$ cat config.mk
export PLATFORM = sky130hd
export DESIGN_NAME = wb_stage
export DESIGN_NICKNAME = d
export VERILOG_FILES = /design/src/rtl/wb_stage.sv
export SDC_FILE = /design/constraint.sdc
export NUM_CORES = 1
export LEC_CHECK = 0
export ABC_AREA = 1
export BUFFER_PORTS_ARGS = -buffer_cell sky130_fd_sc_hd__buf_2
export CORE_ASPECT_RATIO = 0.8
export CORE_MARGIN = 1.5
export CORE_UTILIZATION = 35
export CTS_CLUSTER_DIAMETER = 40
export DETAILED_ROUTE_END_ITERATION = 10
export PLACE_DENSITY_LB_ADDON = 0.25
export SYNTH_ARGS = -nofsm -noshare
export SYNTH_HDL_FRONTEND = slang
export SYNTH_SLANG_ARGS = --single-unit
$ cat constraint.sdc
create_clock -name clk -period 4.6 [get_ports clk]
set_clock_uncertainty 0.15 [all_clocks]
set_input_delay 0 -clock clk [delete_from_list [all_inputs] [get_ports clk]]
set_output_delay 0 -clock clk [all_outputs]
set_load 0.02 [all_outputs]
$ cat src/rtl/wb_stage.sv
// wb_stage: writeback stage. Registers ALU results and flags, owns the register file,
// sequences LD/ST through a one-cycle data memory port, and latches the OUT port.
module wb_stage #(
  parameter int DATA_W = 8,
  parameter int RF_AW  = 3
) (
  input  logic              clk,
  input  logic              rst_n,
  input  logic              valid_ex,
  input  logic [4:0]        op_dec,
  input  logic [RF_AW-1:0]  rd_addr,
  input  logic [DATA_W-1:0] ans_tmp,
  input  logic [DATA_W-1:0] data_out_buff,
  input  logic [3:0]        flag_ex,
  input  logic [DATA_W-1:0] st_data,
  input  logic [RF_AW-1:0]  rs_addr,
  input  logic [RF_AW-1:0]  rt_addr,
  output logic [DATA_W-1:0] rs_data,
  output logic [DATA_W-1:0] rt_data,
  output logic [DATA_W-1:0] ans_ex,
  output logic [DATA_W-1:0] data_out,
  output logic [3:0]        flag_reg,
  output logic              busy,
  output logic [DATA_W-1:0] mem_addr,
  output logic [DATA_W-1:0] mem_wdata,
  output logic              mem_we,
  output logic              mem_re,
  input  logic [DATA_W-1:0] mem_rdata
);
  localparam int N = 2**RF_AW;
  typedef enum logic {IDLE, LD_WAIT} state_t;
  state_t state_q, state_d;
  logic [RF_AW-1:0]  ld_rd_q, ld_rd_d;
  logic [DATA_W-1:0] rf_q [N];
  logic [DATA_W-1:0] rf_d [N];
  logic [DATA_W-1:0] ans_ex_q, ans_ex_d, data_out_q, data_out_d;
  logic [3:0]        flag_q, flag_d;
  logic              accept, is_ld, is_st, is_out, rf_op, wr_en;
  logic [RF_AW-1:0]  wr_addr;
  logic [DATA_W-1:0] wr_data;
  always_comb begin
    busy      = state_q == LD_WAIT;
    accept    = rst_n & valid_ex & ~busy;
    is_ld     = op_dec == 5'b10100;
    is_st     = op_dec == 5'b10101;
    is_out    = op_dec == 5'b10111;
    rf_op     = (~op_dec[4] & (op_dec[2:0] != 3'b011)) | (op_dec == 5'b10110) |
                (op_dec == 5'b11001) | (op_dec == 5'b11010) | (op_dec == 5'b11011);
    mem_addr  = ans_tmp;
    mem_wdata = st_data;
    mem_re    = accept & is_ld;
    mem_we    = accept & is_st;
    // LD completion owns the single write port while busy; accept is blocked then
    wr_en     = rst_n & (busy | (accept & rf_op));
    wr_addr   = busy ? ld_rd_q : rd_addr;
    wr_data   = busy ? mem_rdata : ans_tmp;
    rf_d      = rf_q;
    if (wr_en) rf_d[wr_addr] = wr_data;
    rs_data   = (wr_en && wr_addr == rs_addr) ? wr_data : rf_q[rs_addr];
    rt_data   = (wr_en && wr_addr == rt_addr) ? wr_data : rf_q[rt_addr];
    state_d   = (!busy && accept && is_ld) ? LD_WAIT : IDLE;
    ld_rd_d   = (accept && is_ld) ? rd_addr : ld_rd_q;
    ans_ex_d  = accept ? ans_tmp : ans_ex_q;
    data_out_d = (accept && is_out) ? data_out_buff : data_out_q;
    flag_d    = (accept && op_dec[4:2] != 3'b111) ? flag_ex : flag_q;
  end
  always_ff @(posedge clk) begin
    if (!rst_n) begin
      state_q    <= IDLE;
      ld_rd_q    <= '0;
      rf_q       <= '{default: '0};
      ans_ex_q   <= '0;
      data_out_q <= '0;
      flag_q     <= '0;
    end else begin
      state_q    <= state_d;
      ld_rd_q    <= ld_rd_d;
      rf_q       <= rf_d;
      ans_ex_q   <= ans_ex_d;
      data_out_q <= data_out_d;
      flag_q     <= flag_d;
    end
  end
  assign ans_ex   = ans_ex_q;
  assign data_out = data_out_q;
  assign flag_reg = flag_q;
endmodule

==> impl_metrics.xml, run 1 <==
<?xml version="1.0" encoding="UTF-8"?>
<metrics>
  <group name="timing">
    <metric name="layout_setup_ws" unit="ns">1.48</metric>
    <metric name="period_needed" unit="ns">3.12</metric>
    <metric name="hold_viol" unit="">0</metric>
    <metric name="sum_of_negative_setup_slack" unit="ns">0</metric>
    <metric name="unrepaired_setup_endpoints_after_global_routing" unit="">no</metric>
    <metric name="worst_slew_margin_rel" unit="%">14.6</metric>
    <metric name="post-route-period-util" unit="%">67.8</metric>
    <metric name="finalSetupViolCount" unit="">0</metric>
    <metric name="timing.final.max_slew_violations" unit="">0</metric>
    <metric name="worstMarginPinSlew" unit="ns">1.27</metric>
    <metric name="fmax" unit="GHz">0.321</metric>
  </group>
  <group name="clocking">
    <metric name="tritoncts.num_buffers" unit="">9</metric>
    <metric name="cts-htree-levels" unit="">3</metric>
    <metric name="clock_sinks" unit="">88</metric>
    <metric name="cts.hold.buffers_added" unit="">31</metric>
    <metric name="tritoncts_clock_tree" unit="">yes</metric>
    <metric name="clockRootBuffer" unit="">clkbuf_16</metric>
    <metric name="cts.repair_timing.setup_buffer_count" unit="">0</metric>
    <metric name="insertion_delay" unit="ns">0.34</metric>
    <metric name="cts.path.max_buffers" unit="">2</metric>
    <metric name="clock_transition_at_the_register_clock_pins_on_the_worst_setup_and_hold_paths_after_cts" unit="ns">0.06</metric>
    <metric name="post_cts_resize_count" unit="">0</metric>
  </group>
  <group name="placement">
    <metric name="port-buffer-count" unit="">91</metric>
    <metric name="pre_cts_ws" unit="ns">1.55</metric>
    <metric name="dp_cells" unit="">1224</metric>
    <metric name="postPlaceCellArea" unit="µm²">6320</metric>
    <metric name="dp.final_hpwl" unit="µm">12700</metric>
    <metric name="finalWeightedCongestion" unit="">0.860</metric>
  </group>
  <group name="pwr">
    <metric name="power_per_standard_cell_area" unit="nW/µm²">279</metric>
    <metric name="cellLeakagePower" unit="µW">0.00343</metric>
    <metric name="ir_drop" unit="µV">218</metric>
  </group>
  <group name="min_path">
    <metric name="hold_path_startpoint" unit="">op_dec[4]</metric>
    <metric name="hold_path_class" unit="">input port to flip-flop</metric>
    <metric name="min_to" unit="">flag_reg[3]</metric>
    <metric name="hold_path_depth" unit="">4</metric>
  </group>
  <group name="final_layout">
    <metric name="largest_register_ffs" unit="">64</metric>
    <metric name="antenna_cells" unit="">0</metric>
    <metric name="layoutNonFillerInstCount" unit="">1269</metric>
    <metric name="nNetsFinal" unit="">1099</metric>
    <metric name="post_route_cells_drive_above_1_share" unit="%">14.5</metric>
    <metric name="final.fill_count" unit="">1837</metric>
    <metric name="largest_register" unit="">rf_q</metric>
    <metric name="design_area" unit="µm²">6930</metric>
    <metric name="fin_util" unit="%">41.9</metric>
    <metric name="flow.area_growth_from_synthesis" unit="%">17.0</metric>
  </group>
  <group name="yosys">
    <metric name="synth_common_cells" unit="">nand2_1 (280), inv_1 (150), nor2_1 (95)</metric>
    <metric name="synth_sequential_area_ratio" unit="%">29.7</metric>
    <metric name="yosys_warnings" unit="">0</metric>
    <metric name="share_of_synthesized_registers_carrying_an_async_set_or_reset" unit="%">0</metric>
    <metric name="synth.ff_latch_count" unit="">88</metric>
    <metric name="synth.cell_area" unit="µm²">5920</metric>
    <metric name="yosys.area.top_type" unit="">dfxtp_1</metric>
    <metric name="yosysMostFrequentCell" unit="">nand2_1</metric>
    <metric name="ys_dominant_reg_cell" unit="">dfxtp_1</metric>
    <metric name="syn-num-nets" unit="">1026</metric>
    <metric name="post-synth-top-area-fraction" unit="%">29.7</metric>
    <metric name="synthCells" unit="">973</metric>
    <metric name="synthDistinctLibCells" unit="">31</metric>
    <metric name="post_synth.cell_area_avg" unit="µm²">6.09</metric>
    <metric name="synth_top_cells_by_area" unit="">dfxtp_1 (30%), nand2_1 (18%), inv_1 (9.5%), nand4_1 (6.9%), o21ai_0 (6.4%)</metric>
    <metric name="synth_enable_flop_cells" unit="">0</metric>
  </group>
  <group name="worst_setup_path">
    <metric name="rrSetupSlack" unit="ns">1.54</metric>
    <metric name="setup.worst_path.start_class" unit="">flip-flop</metric>
    <metric name="crit_slowest_cell" unit="">dfxtp_1</metric>
    <metric name="worst_setup_path_end_kind" unit="">output pin</metric>
    <metric name="timing.critical_path.depth" unit="">9</metric>
    <metric name="critical_path_peak_fanout" unit="">18</metric>
    <metric name="r2r-start" unit="">busy</metric>
    <metric name="worst_path_most_repeated_cell" unit="">nand2_1</metric>
    <metric name="worstPathCellList" unit="">inv_2, nand3_1, nor2_1, nand2_1, a21oi_4, nand2_2, nand2_1, nand2_1, buf_2</metric>
    <metric name="critPathMaxStageDelay" unit="ns">0.51</metric>
    <metric name="data_arrival_time_of_the_critical_path" unit="ns">2.97</metric>
    <metric name="rr_worst_depth" unit="">9</metric>
    <metric name="required_time_of_the_worst_setup_path" unit="ns">4.45</metric>
    <metric name="path_buf_inv" unit="">2</metric>
    <metric name="critPathTopFamily" unit="">simple AND/OR/NAND/NOR gates</metric>
    <metric name="setup.worst_path.class" unit="">flip-flop to output pin</metric>
    <metric name="endpoint_of_the_lowest_slack_register_to_register_path" unit="">rf_q[2]</metric>
  </group>
  <group name="drt">
    <metric name="detailedRoute.firstIterationViolations" unit="">528</metric>
    <metric name="drcViolationCount" unit="">0</metric>
    <metric name="routed_wl" unit="µm">18600</metric>
    <metric name="firstDrtPassIters" unit="">5</metric>
    <metric name="dr_total_vias" unit="">6138</metric>
    <metric name="ant_nets" unit="">0</metric>
    <metric name="detail_route.wl_per_cell" unit="µm">14.7</metric>
    <metric name="routed_via_density" unit="">4.84</metric>
  </group>
  <group name="floorplanning">
    <metric name="boundaryPins" unit="">108</metric>
    <metric name="core.rowCount" unit="">42</metric>
    <metric name="fp.dieArea" unit="µm²">17700</metric>
    <metric name="die_width" unit="µm">148</metric>
    <metric name="initial_core_util" unit="%">35.8</metric>
    <metric name="fp.coreArea" unit="µm²">16600</metric>
    <metric name="die_height" unit="µm">119</metric>
  </group>
  <group name="global_routing">
    <metric name="grt_first_pass_wirelength" unit="µm">29300</metric>
    <metric name="grt_max_degree" unit="">99</metric>
    <metric name="antenna_found_initial" unit="">1</metric>
    <metric name="gr-usage-all-layers" unit="%">21.4</metric>
    <metric name="globalRouteOverflowTotal" unit="">0</metric>
    <metric name="first_global_vias" unit="">5340</metric>
  </group>
  <group name="outcome">
    <metric name="status" unit="">finished, final reports clean</metric>
  </group>
  <group name="flow_run">
    <metric name="drv_cap" unit="">0</metric>
  </group>
</metrics>
==> worst register-to-register path: stages, from the launching register on <==
cell	delay, ns
dfxtp_1	0.51
inv_2	0.29
nand3_1	0.38
nor2_1	0.21
nand2_1	0.16
nand2_4	0.66
nand3_2	0.37
nand2_1	0.15
inv_1	0.05
nor2_1	0.08
==> metrics by stage <==
| stage | hold WS (ns) | total power [µW] |
|---|---|---|
| 2_1_floorplan | -0.0613 | 1050 |
| 3_3_place_gp | -0.150 | 1140 |
| 3_5_place_dp | -0.150 | 1140 |
| 4_1_cts | 0.0383 | 1950 |
| 5_1_grt | 0.107 | 2020 |
| 6_report | 0.0546 | 1930 |
==> area by class of cell <==
cell class | count | area, µm² | share of cell area [%]
Inverter | 158 | 598 | 8.63
Multi-Input combinational cell | 661 | 3180 | 45.9
Clock buffer | 11 | 233 | 3.36
Timing Repair Buffer | 128 | 813 | 11.7
Sequential cell | 88 | 1760 | 25.4
Tap cell | 220 | 275 | 3.97
Clock inverter | 3 | 68.8 | 0.993
==> cells by family after synthesis <==
group,synth area share (%)
buffers and inverters,16.5
AOI/OAI and AO/OA,13.8
DFF,29.7
and+or+nand+nor,39.5
xor gates and xnor gates,0.423
==> cells in the final DEF, fill, tap and decap left out <==
| master | instances |
|---|---|
| inv_6 | 1 |
| o21ai_2 | 2 |
| dlygate4sd3_1 | 31 |
| inv_1 | 150 |
| nor2_4 | 5 |
| a21oi_1 | 65 |
| nor2_8 | 5 |
| nand4_1 | 65 |
| clkinv_4 | 1 |
| nand3_2 | 4 |
| clkbuf_16 | 9 |
| inv_2 | 2 |
| nand2_2 | 7 |
| nand2_4 | 2 |
| buf_4 | 7 |
| or2_2 | 8 |
| nand3_4 | 4 |
| o21ai_0 | 76 |
| xor2_1 | 1 |
| a211oi_1 | 3 |
| bufinv_16 | 2 |
| buf_2 | 90 |
| dfxtp_1 | 88 |
| nor3_1 | 2 |
| xor2_2 | 1 |
| clkbuf_1 | 2 |
| nand3_1 | 26 |
| nand2_1 | 280 |
| o21ai_1 | 8 |
| nor2_1 | 95 |
| a21oi_4 | 1 |
| o21ai_4 | 1 |
| clkinv_1 | 5 |
==> worst max path at each step <==
stage                     from    endpoint  slack (ns)
after floorplan           busy  rt_data[0]        2.73
after global placement    busy    rf_q[34]        1.66
after detailed placement  busy     rf_q[5]        1.55
after CTS                 busy  rs_data[3]        1.49
after global routing      busy  rs_data[1]        1.19
final                     busy  rs_data[1]        1.48
==> routing by layer <==
layer | vias to the layer above | global-route usage, % | wire, µm
met3 | 22 | 5.33 | 1640
met2 | 212 | 30.9 | 7830
met4 | 2 | 5.20 | 310
met1 | 2716 | 31.4 | 8820
met5 | - | 0 | 13
li1 | 3186 | - | -
==> report_power, final <==
part | switching (µW) | leakage, µW | total (µW) | internal, µW
clock | 311 | 0.000146 | 783 | 472
sequential | 7.08 | 0.000712 | 783 | 776
combinational | 255 | 0.00257 | 368 | 113
total | 573 | 0.00343 | 1930 | 1360
(Power assumes the default switching activity.)
==> run 2, diff against run 1 <==
==> constraint.sdc (replaced) <==
create_clock -name clk -period 3.13 [get_ports clk]
set_clock_uncertainty 0.15 [all_clocks]
set_input_delay 0 -clock clk [delete_from_list [all_inputs] [get_ports clk]]
set_output_delay 0 -clock clk [all_outputs]
set_load 0.02 [all_outputs]
==> impl_metrics.xml, run 2 (synthesis gave the netlist of run 1 again) <==
<?xml version="1.0" encoding="UTF-8"?>
<metrics>
  <group name="global_routing">
    <metric name="gr-usage-all-layers" unit="%">22.1</metric>
    <metric name="first_global_vias" unit="">5525</metric>
    <metric name="globalRouteOverflowTotal" unit="">0</metric>
    <metric name="antenna_found_initial" unit="">1</metric>
    <metric name="grt_max_degree" unit="">157</metric>
    <metric name="grt_first_pass_wirelength" unit="µm">30200</metric>
  </group>
  <group name="min_path">
    <metric name="hold_path_startpoint" unit="">valid_ex</metric>
    <metric name="hold_path_class" unit="">input port to flip-flop</metric>
  </group>
  <group name="final_layout">
    <metric name="flow.area_growth_from_synthesis" unit="%">19.9</metric>
    <metric name="final_common_cell" unit="">nand2_1</metric>
    <metric name="final_cell_mix" unit="">nand2_1 (280), inv_1 (150), nor2_1 (95)</metric>
    <metric name="multiInputGateArea" unit="µm²">3180</metric>
    <metric name="largest_register" unit="">rf_q</metric>
    <metric name="layoutNonFillerInstCount" unit="">1288</metric>
    <metric name="final.fill_count" unit="">1799</metric>
    <metric name="post_route_cells_drive_above_1_share" unit="%">15.2</metric>
    <metric name="final-seq-area" unit="µm²">1760</metric>
    <metric name="nNetsFinal" unit="">1117</metric>
    <metric name="largest_register_ffs" unit="">64</metric>
    <metric name="antenna_cells" unit="">0</metric>
    <metric name="fin_util" unit="%">42.9</metric>
  </group>
  <group name="worst_setup_path">
    <metric name="rr_worst_depth" unit="">8</metric>
    <metric name="endpoint_of_the_lowest_slack_register_to_register_path" unit="">ld_rd_q[2]</metric>
    <metric name="required_time_of_the_worst_setup_path" unit="ns">2.98</metric>
    <metric name="setup.worst_path.class" unit="">flip-flop to output pin</metric>
    <metric name="timing.critical_path.from" unit="">busy</metric>
    <metric name="timing.critical_path.to" unit="">rt_data[3]</metric>
    <metric name="r2r-start" unit="">busy</metric>
    <metric name="critical_path_peak_fanout" unit="">15</metric>
    <metric name="setup.worst_path.start_class" unit="">flip-flop</metric>
    <metric name="rrSetupSlack" unit="ns">0.65</metric>
    <metric name="worst_setup_path_end_kind" unit="">output pin</metric>
    <metric name="data_arrival_time_of_the_critical_path" unit="ns">2.40</metric>
  </group>
  <group name="clocking">
    <metric name="cts.path.max_buffers" unit="">2</metric>
    <metric name="clock_transition_at_the_register_clock_pins_on_the_worst_setup_and_hold_paths_after_cts" unit="ns">0.07</metric>
    <metric name="cts-htree-levels" unit="">3</metric>
    <metric name="insertion_delay" unit="ns">0.36</metric>
    <metric name="clockRootBuffer" unit="">clkbuf_16</metric>
    <metric name="tritoncts_clock_tree" unit="">yes</metric>
    <metric name="tritoncts.num_buffers" unit="">9</metric>
    <metric name="clock_sinks" unit="">88</metric>
  </group>
  <group name="drt">
    <metric name="firstDrtPassIters" unit="">7</metric>
    <metric name="routed_wl" unit="µm">18800</metric>
    <metric name="detail_route.wl_per_cell" unit="µm">14.6</metric>
    <metric name="routed_via_density" unit="">4.85</metric>
    <metric name="dr_total_vias" unit="">6252</metric>
    <metric name="detailedRoute.firstIterationViolations" unit="">634</metric>
    <metric name="ant_nets" unit="">0</metric>
    <metric name="drcViolationCount" unit="">0</metric>
  </group>
  <group name="placement">
    <metric name="dp.final_hpwl" unit="µm">12800</metric>
    <metric name="finalWeightedCongestion" unit="">0.859</metric>
    <metric name="pre_cts_ws" unit="ns">0.994</metric>
    <metric name="dp_cells" unit="">1232</metric>
    <metric name="port-buffer-count" unit="">91</metric>
  </group>
  <group name="floorplanning">
    <metric name="fp.coreArea" unit="µm²">16600</metric>
    <metric name="boundaryPins" unit="">108</metric>
    <metric name="fp.dieArea" unit="µm²">17700</metric>
    <metric name="die_width" unit="µm">148</metric>
    <metric name="core.rowCount" unit="">42</metric>
    <metric name="initial_core_util" unit="%">35.8</metric>
    <metric name="die_height" unit="µm">119</metric>
  </group>
  <group name="flow_run">
    <metric name="drv_cap" unit="">0</metric>
  </group>
  <group name="outcome">
    <metric name="status" unit="">finished, final reports clean</metric>
  </group>
  <group name="pwr">
    <metric name="ir_drop" unit="µV">228</metric>
    <metric name="power_per_standard_cell_area" unit="nW/µm²">395</metric>
    <metric name="power.total" unit="µW">2800</metric>
    <metric name="cellLeakagePower" unit="µW">0.00354</metric>
  </group>
  <group name="timing">
    <metric name="finalSetupViolCount" unit="">0</metric>
    <metric name="worstMarginPinSlew" unit="ns">0.923</metric>
    <metric name="fmax" unit="GHz">0.392</metric>
    <metric name="layout_setup_ws" unit="ns">0.582</metric>
    <metric name="sum_of_negative_setup_slack" unit="ns">0</metric>
    <metric name="worst_slew_margin_rel" unit="%">38.4</metric>
    <metric name="unrepaired_setup_endpoints_after_global_routing" unit="">no</metric>
    <metric name="period_needed" unit="ns">2.55</metric>
    <metric name="timing.final.max_slew_violations" unit="">0</metric>
    <metric name="post-route-period-util" unit="%">81.4</metric>
    <metric name="hold_viol" unit="">0</metric>
  </group>
</metrics>
[run 2: cell count changes in the layout (fill, tap and decap cells not counted)]
| cell | previous run | this run |
|---|---|---|
| dlygate4sd3_1 | 31 | 41 |
| buf_4 | 7 | 13 |
| buf_12 | 0 | 2 |
| clkinv_2 | 0 | 2 |
| bufinv_16 | 2 | 1 |
| clkbuf_1 | 2 | 1 |
| inv_6 | 1 | 2 |
[run 2: report_power, final]
part / internal (µW) / switching [µW]
Combinational: 184 / 380
Sequential: 1140 / 9.73
Clock: 616 / 473
[run 2: what timing repair did]
item	4_1_cts	5_1_grt
endpoints found under the hold margin	31	0
setup endpoints to repair	0	0
gates resized for setup	0	0
setup buffers	0	0
hold buffers	41	0
[run 2: per-layer routing]
metal	track usage, %	vias to the layer above	routed length [µm]
met2	32.2	232	7820
li1	-	3234	-
met3	5.25	21	1710
met4	5.57	2	263
met5	0	-	13
met1	32.4	2763	9000
[run 2: final cells by class]
class / instances / area share [%]
sequential: 88 / 24.8
inverter: 158 / 8.42
clock buffer: 10 / 3.22
clock inverter: 5 / 0.811
tap: 220 / 3.88
timing repair buffer: 146 / 14.1
multi-input combinational: 661 / 44.8
[run 2: how the worst min path moves through the flow]
stage | to | slack, ns | depth (start not counted)
floorplan | mem_we | -0.06 | 1
global placement | mem_wdata[0] | -0.15 | 0
detailed placement | mem_wdata[0] | -0.15 | 0
CTS | ans_ex[5] | 0.01 | 5
global route | ans_ex[5] | 0.04 | 5
finish | ans_ex[5] | 0.03 | 5
[run 2: worst max-delay path: stages, from the launching register on]
cell and delay [ns]:
dfxtp_1 0.32, buf_4 0.20, o21ai_4 0.50, inv_6 0.18, nand2_1 0.10, nand2_1 0.09, nand2_2 0.13, nor2_8 0.07
nand2_4 0.13, nand2_1 0.06, nand2_1 0.08, buf_2 0.17
[run 2: stage by stage]
| step | area (µm²) | hold slack [ns] |
|---|---|---|
| finish | 7100 | 0.0346 |
| global route | 7100 | 0.0361 |
| CTS | 7100 | 0.0108 |
| detailed placement | 6400 | -0.150 |
| global placement | 6400 | -0.150 |
| floorplan | 5920 | -0.0613 |
